`src/rtl/hazard_ctrl.sv`:
```
// Pipeline hazard controller: forwarding selects, WB->ID bypass, load-use stall, branch flush, freeze.
// Control outputs are combinational; shadow state and counters update on the rising edge.
module hazard_ctrl #(
    parameter int CNT_W = 16
) (
    input  logic             clk,
    input  logic             rst,
    input  logic [31:0]      id_instr,
    input  logic             id_wreg,
    input  logic             id_m2reg,
    input  logic             id_regrt,
    input  logic             ex_taken,
    input  logic             mem_busy,
    output logic             pc_we,
    output logic             ifid_we,
    output logic             flush,
    output logic             idex_bubble,
    output logic             stall,
    output logic [1:0]       fwd_a,
    output logic [1:0]       fwd_b,
    output logic             id_byp_a,
    output logic             id_byp_b,
    output logic [CNT_W-1:0] stall_cnt,
    output logic [CNT_W-1:0] flush_cnt
);

    localparam logic [5:0] OP_ALUOP = 6'h00;
    localparam logic [5:0] OP_SW    = 6'h2b;
    localparam logic [5:0] OP_BEQ   = 6'h04;

    typedef enum logic [1:0] {ACT_HOLD, ACT_FLUSH, ACT_STALL, ACT_RUN} act_t;

    logic [5:0] id_op;
    logic [4:0] id_rs, id_rt, id_dst;
    logic       uses_rs, uses_rt;

    logic [4:0] ex_rs, ex_rt, ex_dst, mem_dst, wb_dst;
    logic       ex_wreg, ex_m2reg, mem_wreg, mem_m2reg, wb_wreg;
    logic       mem_eff, wb_eff, load_use;
    act_t       act;

    // Shift amount, low func bits and the MEM load flag carry no hazard information.
    logic unused_bits;
    assign unused_bits = ^{id_instr[10:6], id_instr[1:0], mem_m2reg};

    assign id_op  = id_instr[31:26];
    assign id_rs  = id_instr[25:21];
    assign id_rt  = id_instr[20:16];
    assign id_dst = id_regrt ? id_rt : id_instr[15:11];

    assign uses_rs = !((id_op == OP_ALUOP) && (id_instr[5:2] == 4'd0));
    assign uses_rt = (id_op == OP_ALUOP) || (id_op == OP_SW) || (id_op == OP_BEQ);

    assign mem_eff = mem_wreg && (mem_dst != 5'd0);
    assign wb_eff  = wb_wreg && (wb_dst != 5'd0);

    assign load_use = ex_wreg && ex_m2reg && (ex_dst != 5'd0) &&
                      ((uses_rs && (ex_dst == id_rs)) || (uses_rt && (ex_dst == id_rt)));

    always_comb begin
        act = ACT_RUN;
        if (mem_busy)      act = ACT_HOLD;
        else if (ex_taken) act = ACT_FLUSH;
        else if (load_use) act = ACT_STALL;
    end

    always_comb begin
        pc_we       = 1'b0;
        ifid_we     = 1'b0;
        flush       = 1'b0;
        idex_bubble = 1'b1;
        stall       = 1'b0;
        fwd_a       = 2'b00;
        fwd_b       = 2'b00;
        id_byp_a    = 1'b0;
        id_byp_b    = 1'b0;
        if (rst) begin
            idex_bubble = 1'b0;
            case (act)
                ACT_FLUSH: begin
                    flush       = 1'b1;
                    idex_bubble = 1'b1;
                    pc_we       = 1'b1;
                    ifid_we     = 1'b1;
                end
                ACT_STALL: begin
                    stall       = 1'b1;
                    idex_bubble = 1'b1;
                end
                ACT_RUN: begin
                    pc_we   = 1'b1;
                    ifid_we = 1'b1;
                end
                default: ;
            endcase
            // The newer result in MEM takes precedence over WB.
            if (mem_eff && (mem_dst == ex_rs))     fwd_a = 2'b01;
            else if (wb_eff && (wb_dst == ex_rs))  fwd_a = 2'b10;
            if (mem_eff && (mem_dst == ex_rt))     fwd_b = 2'b01;
            else if (wb_eff && (wb_dst == ex_rt))  fwd_b = 2'b10;
            id_byp_a = wb_eff && (wb_dst == id_rs);
            id_byp_b = wb_eff && (wb_dst == id_rt);
        end
    end

    always_ff @(posedge clk or negedge rst) begin
        if (!rst) begin
            ex_rs     <= '0;
            ex_rt     <= '0;
            ex_dst    <= '0;
            ex_wreg   <= 1'b0;
            ex_m2reg  <= 1'b0;
            mem_dst   <= '0;
            mem_wreg  <= 1'b0;
            mem_m2reg <= 1'b0;
            wb_dst    <= '0;
            wb_wreg   <= 1'b0;
            stall_cnt <= '0;
            flush_cnt <= '0;
        end else if (act != ACT_HOLD) begin
            mem_dst   <= ex_dst;
            mem_wreg  <= ex_wreg;
            mem_m2reg <= ex_m2reg;
            wb_dst    <= mem_dst;
            wb_wreg   <= mem_wreg;
            if (act == ACT_RUN) begin
                ex_rs    <= id_rs;
                ex_rt    <= id_rt;
                ex_dst   <= id_dst;
                ex_wreg  <= id_wreg;
                ex_m2reg <= id_m2reg;
            end else begin
                ex_rs    <= '0;
                ex_rt    <= '0;
                ex_dst   <= '0;
                ex_wreg  <= 1'b0;
                ex_m2reg <= 1'b0;
            end
            if ((act == ACT_FLUSH) && (flush_cnt != '1)) flush_cnt <= flush_cnt + 1'b1;
            if ((act == ACT_STALL) && (stall_cnt != '1)) stall_cnt <= stall_cnt + 1'b1;
        end
    end

endmodule

```
`config.mk`:
```
export PLATFORM = sky130hd
export DESIGN_NAME = hazard_ctrl
export DESIGN_NICKNAME = d
export VERILOG_FILES = /design/src/rtl/hazard_ctrl.sv
export SDC_FILE = /design/constraint.sdc
export NUM_CORES = 1
export LEC_CHECK = 0
export ABC_AREA = 0
export CAP_MARGIN = 30
export CORE_MARGIN = 2
export CORE_UTILIZATION = 35
export DETAILED_ROUTE_END_ITERATION = 8
export SYNTH_ARGS = -nofsm -noshare
export SYNTH_HDL_FRONTEND = slang
export SYNTH_SLANG_ARGS = --single-unit
export TNS_END_PERCENT = 5
```
`constraint.sdc`:
```
create_clock -name clk -period 2.62 [get_ports clk]
set_input_delay 0.262 -clock clk [delete_from_list [all_inputs] [get_ports clk]]
set_output_delay 0.262 -clock clk [all_outputs]
set_load 0.02 [all_outputs]
```
==> metrics.yaml <==
die:
  core-area_mm2: 0.009639
  fp-row-count: 36
  die_h_um: 103.1
  die_width_um: 103.1
  io_pins: 82
  die-area_mm2: 0.01063
  start_util_pct: 35.64
min_path:
  hold_class: "reg2reg"
  hold_start: "stall_cnt[15]$_DFFE_PN0P_"
  whs_path_depth: 1
  hold_end: "stall_cnt[15]$_DFFE_PN0P_"
setup_path:
  regToRegSetupSlack_ps: 160
  rr_worst_depth: 11
  critPathRequiredTime_ps: 2360
  r2r-start: "ex_dst[0]$_DFFE_PN0P_"
  worstReg2RegEnd: "flush_cnt[13]$_DFFE_PN0P_"
  worst_setup_path_start_kind: "register"
  crit_arrival_ps: 2330
  crit_path_max_fanout: 4
  critPathKind: "reg2out"
  critical_path.endpoint_type: "output port"
synth:
  synth_cell_types: 49
  netlist_instances: 331
  synth_largest_area_cell: "dfrtp_1"
  syn-cell-area_mm2: 0.003436
  ys_seq_area_share_pct: 44.43
  syn-num-nets: 376
  synth_edf_count: 0
  synth-seq-cells: 61
  synth_area_leaders: "dfrtp_1 44%, xor2_1 8.7%, xnor2_1 7.6%"
  synth-async-reset-ratio_pct: 100.0
  yosysMostFrequentCell: "dfrtp_1"
  synthTopCellsByCount: "61 x dfrtp_1, 37 x nand2_1, 34 x xor2_1"
  synth_ff_type: "dfrtp_1"
  synth_top_area_share_pct: 44.43
  yosys_warnings: 0
  avgSynthCellArea_um2: 10.38
timing:
  finClkSkew_ps: 11.24
  fmax_mhz: 385.9
  min_period_over_period_pct: 98.92
  tightest_slew_ps: 459.4
  setup_violations: 0
  min_period_ps: 2592
  hold_viol: 0
  finalSetupTns_ps: 0
  whs_ps: 489.2
  rsz0062_at_grt: "true"
  slew_headroom_pct: 69.37
  final_max_slew_viol_count: 0
route:
  drc: 0
  wirelength_mm: 8.739
  postRouteAntennaNets: 0
  top_layer_used: "met4"
  drt_iter0_drc: 78
  viasPerCell: 4.813
  vias: 2787
  wl_met2_mm: 4.079
  route.met3.wl_um: 446
  dr.pass1.iters: 4
  wl_met1_mm: 4.123
  wl_per_cell_um: 15.09
power:
  finalPower_w: 0.002889
  p_leak_nw: 2.243
  peakVddDrop_uv: 474.5
  powerDensity_mw_per_mm2: 589.2
cells_and_area:
  layout.nets: 486
  finalInstanceArea_mm2: 0.004903
  drive_above_1_share_pct: 23.09
  n_fill_cell: 942
  n_antenna_cell: 0
  syn2layout_area_growth_pct: 42.72
global_route:
  grt_max_degree: 42
  grt_pass1_vias: 2902
  grt-ovfl-total: 0
  grt_usage_pct: 17.52
  antenna_found_initial: 0
  grt_pass1_wl_mm: 14.23
clock_tree:
  clock_sinks: 61
  clkSlewWorstSetupHoldPaths_ps: 80
  cts_tree: "yes"
  clk-insertion-delay-late_ps: 340
  cts_root_buf: "clkbuf_8"
  cts_buffer_depth: 2
  cts_buffers: 9
  htreeDepth: 3
place:
  hpwl_mm: 6.403
  port-buffer-count: 74
  routabilityCongestion: 0.8100
  place_area_mm2: 0.004556
run:
  drv_cap: 0
outcome:
  status: "completed"
registers in the layout (all words and copies together) (netlist names):
name       flops
flush_cnt     16
ex_wreg        1
ex_rs          5
ex_m2reg       1
wb_wreg        1
mem_wreg       1
wb_dst         5
stall_cnt     16
ex_rt          5
mem_dst        5
ex_dst         5
layout by cell type, fill, tap and decap left out, types with 13 or more instances in the layout:
| cell type | count |
|---|---|
| nand2_1 | 37 |
| xor2_1 | 34 |
| buf_4 | 37 |
| clkdlybuf4s50_1 | 65 |
| o21ai_0 | 15 |
| dfrtp_1 | 58 |
| nand3_1 | 15 |
| mux2_2 | 13 |
| nor2_1 | 14 |
| xnor2_1 | 30 |
routing by layer:
metal,vias up,track usage [%]
li1,1372,-
met1,1341,23.39
met2,67,28.57
met3,7,3.932
met4,0,5.162
met5,-,0
worst max path at each step:
| stage | depth (start not counted) | end | from | slack, ps |
|---|---|---|---|---|
| after floorplan | 11 | flush_cnt[15]$_DFFE_PN0P_ | ex_dst[0]$_DFFE_PN0P_ | 110 |
| after global placement | 9 | flush | id_instr[27] | -340 |
| after detailed placement | 9 | idex_bubble | id_instr[27] | -420 |
| after CTS | 6 | fwd_b[0] | mem_dst[3]$_DFFE_PN0P_ | 3 |
| after global routing | 8 | flush | ex_dst[0]$_DFFE_PN0P_ | -120 |
| final | 6 | fwd_a[0] | mem_dst[3]$_DFFE_PN0P_ | 30 |
what timing repair did:
action | CTS | global route
hold buffers | 1 | 0
hold endpoints to repair | 16 | 0
gates resized for setup | 21 | 13
pin swaps | 0 | 2
cloned | 0 | 0
setup endpoints to repair | 13 | 32
setup buffers | 0 | 0
stage by stage:
step                std cells  setup WS (ps)  utilization [%]
CTS                       579          2.870            50.35
global route              579         -116.7            50.87
finish                    579          28.32            50.87
global placement          562         -337.6            47.26
floorplan                 331          109.6                -
detailed placement        562         -418.0            47.26
cell type report:
class                           instances  area [um2]  area share [%]
Sequential cell                        61        1530           31.21
Tap cell                              133       166.4           3.394
Multi-Input combinational cell        250        1893           38.61
Clock inverter                          3       90.09           1.837
Inverter                                6       22.52          0.4593
Clock buffer                           13       168.9           3.445
Timing Repair Buffer                  113        1032           21.05
power breakdown:
group	switching (W)	internal (W)
Sequential	0.000125	0.00103
Clock	0.000379	0.000711
Combinational	0.000307	0.000335
Total	0.000812	0.00208
critical path: stages, from the launching register on:
cell,delay (ps)
dfrtp_1,410
buf_4,160
xnor2_1,200
nand3_1,110
nor4_2,340
and2_1,170
clkdlybuf4s50_1,600
cells by family after synthesis:
| group | Yosys count | share of synthesized area, % |
|---|---|---|
| buf+inv | 20 | 2.986 |
| fa+ha+maj | 6 | 2.185 |
| flops | 61 | 44.43 |
| mux | 20 | 6.482 |
| xor+xnor | 64 | 16.31 |
| compound gates | 36 | 7.466 |
| simple gates | 124 | 20.14 |
Note: power is estimated with default switching activity, not from simulation.
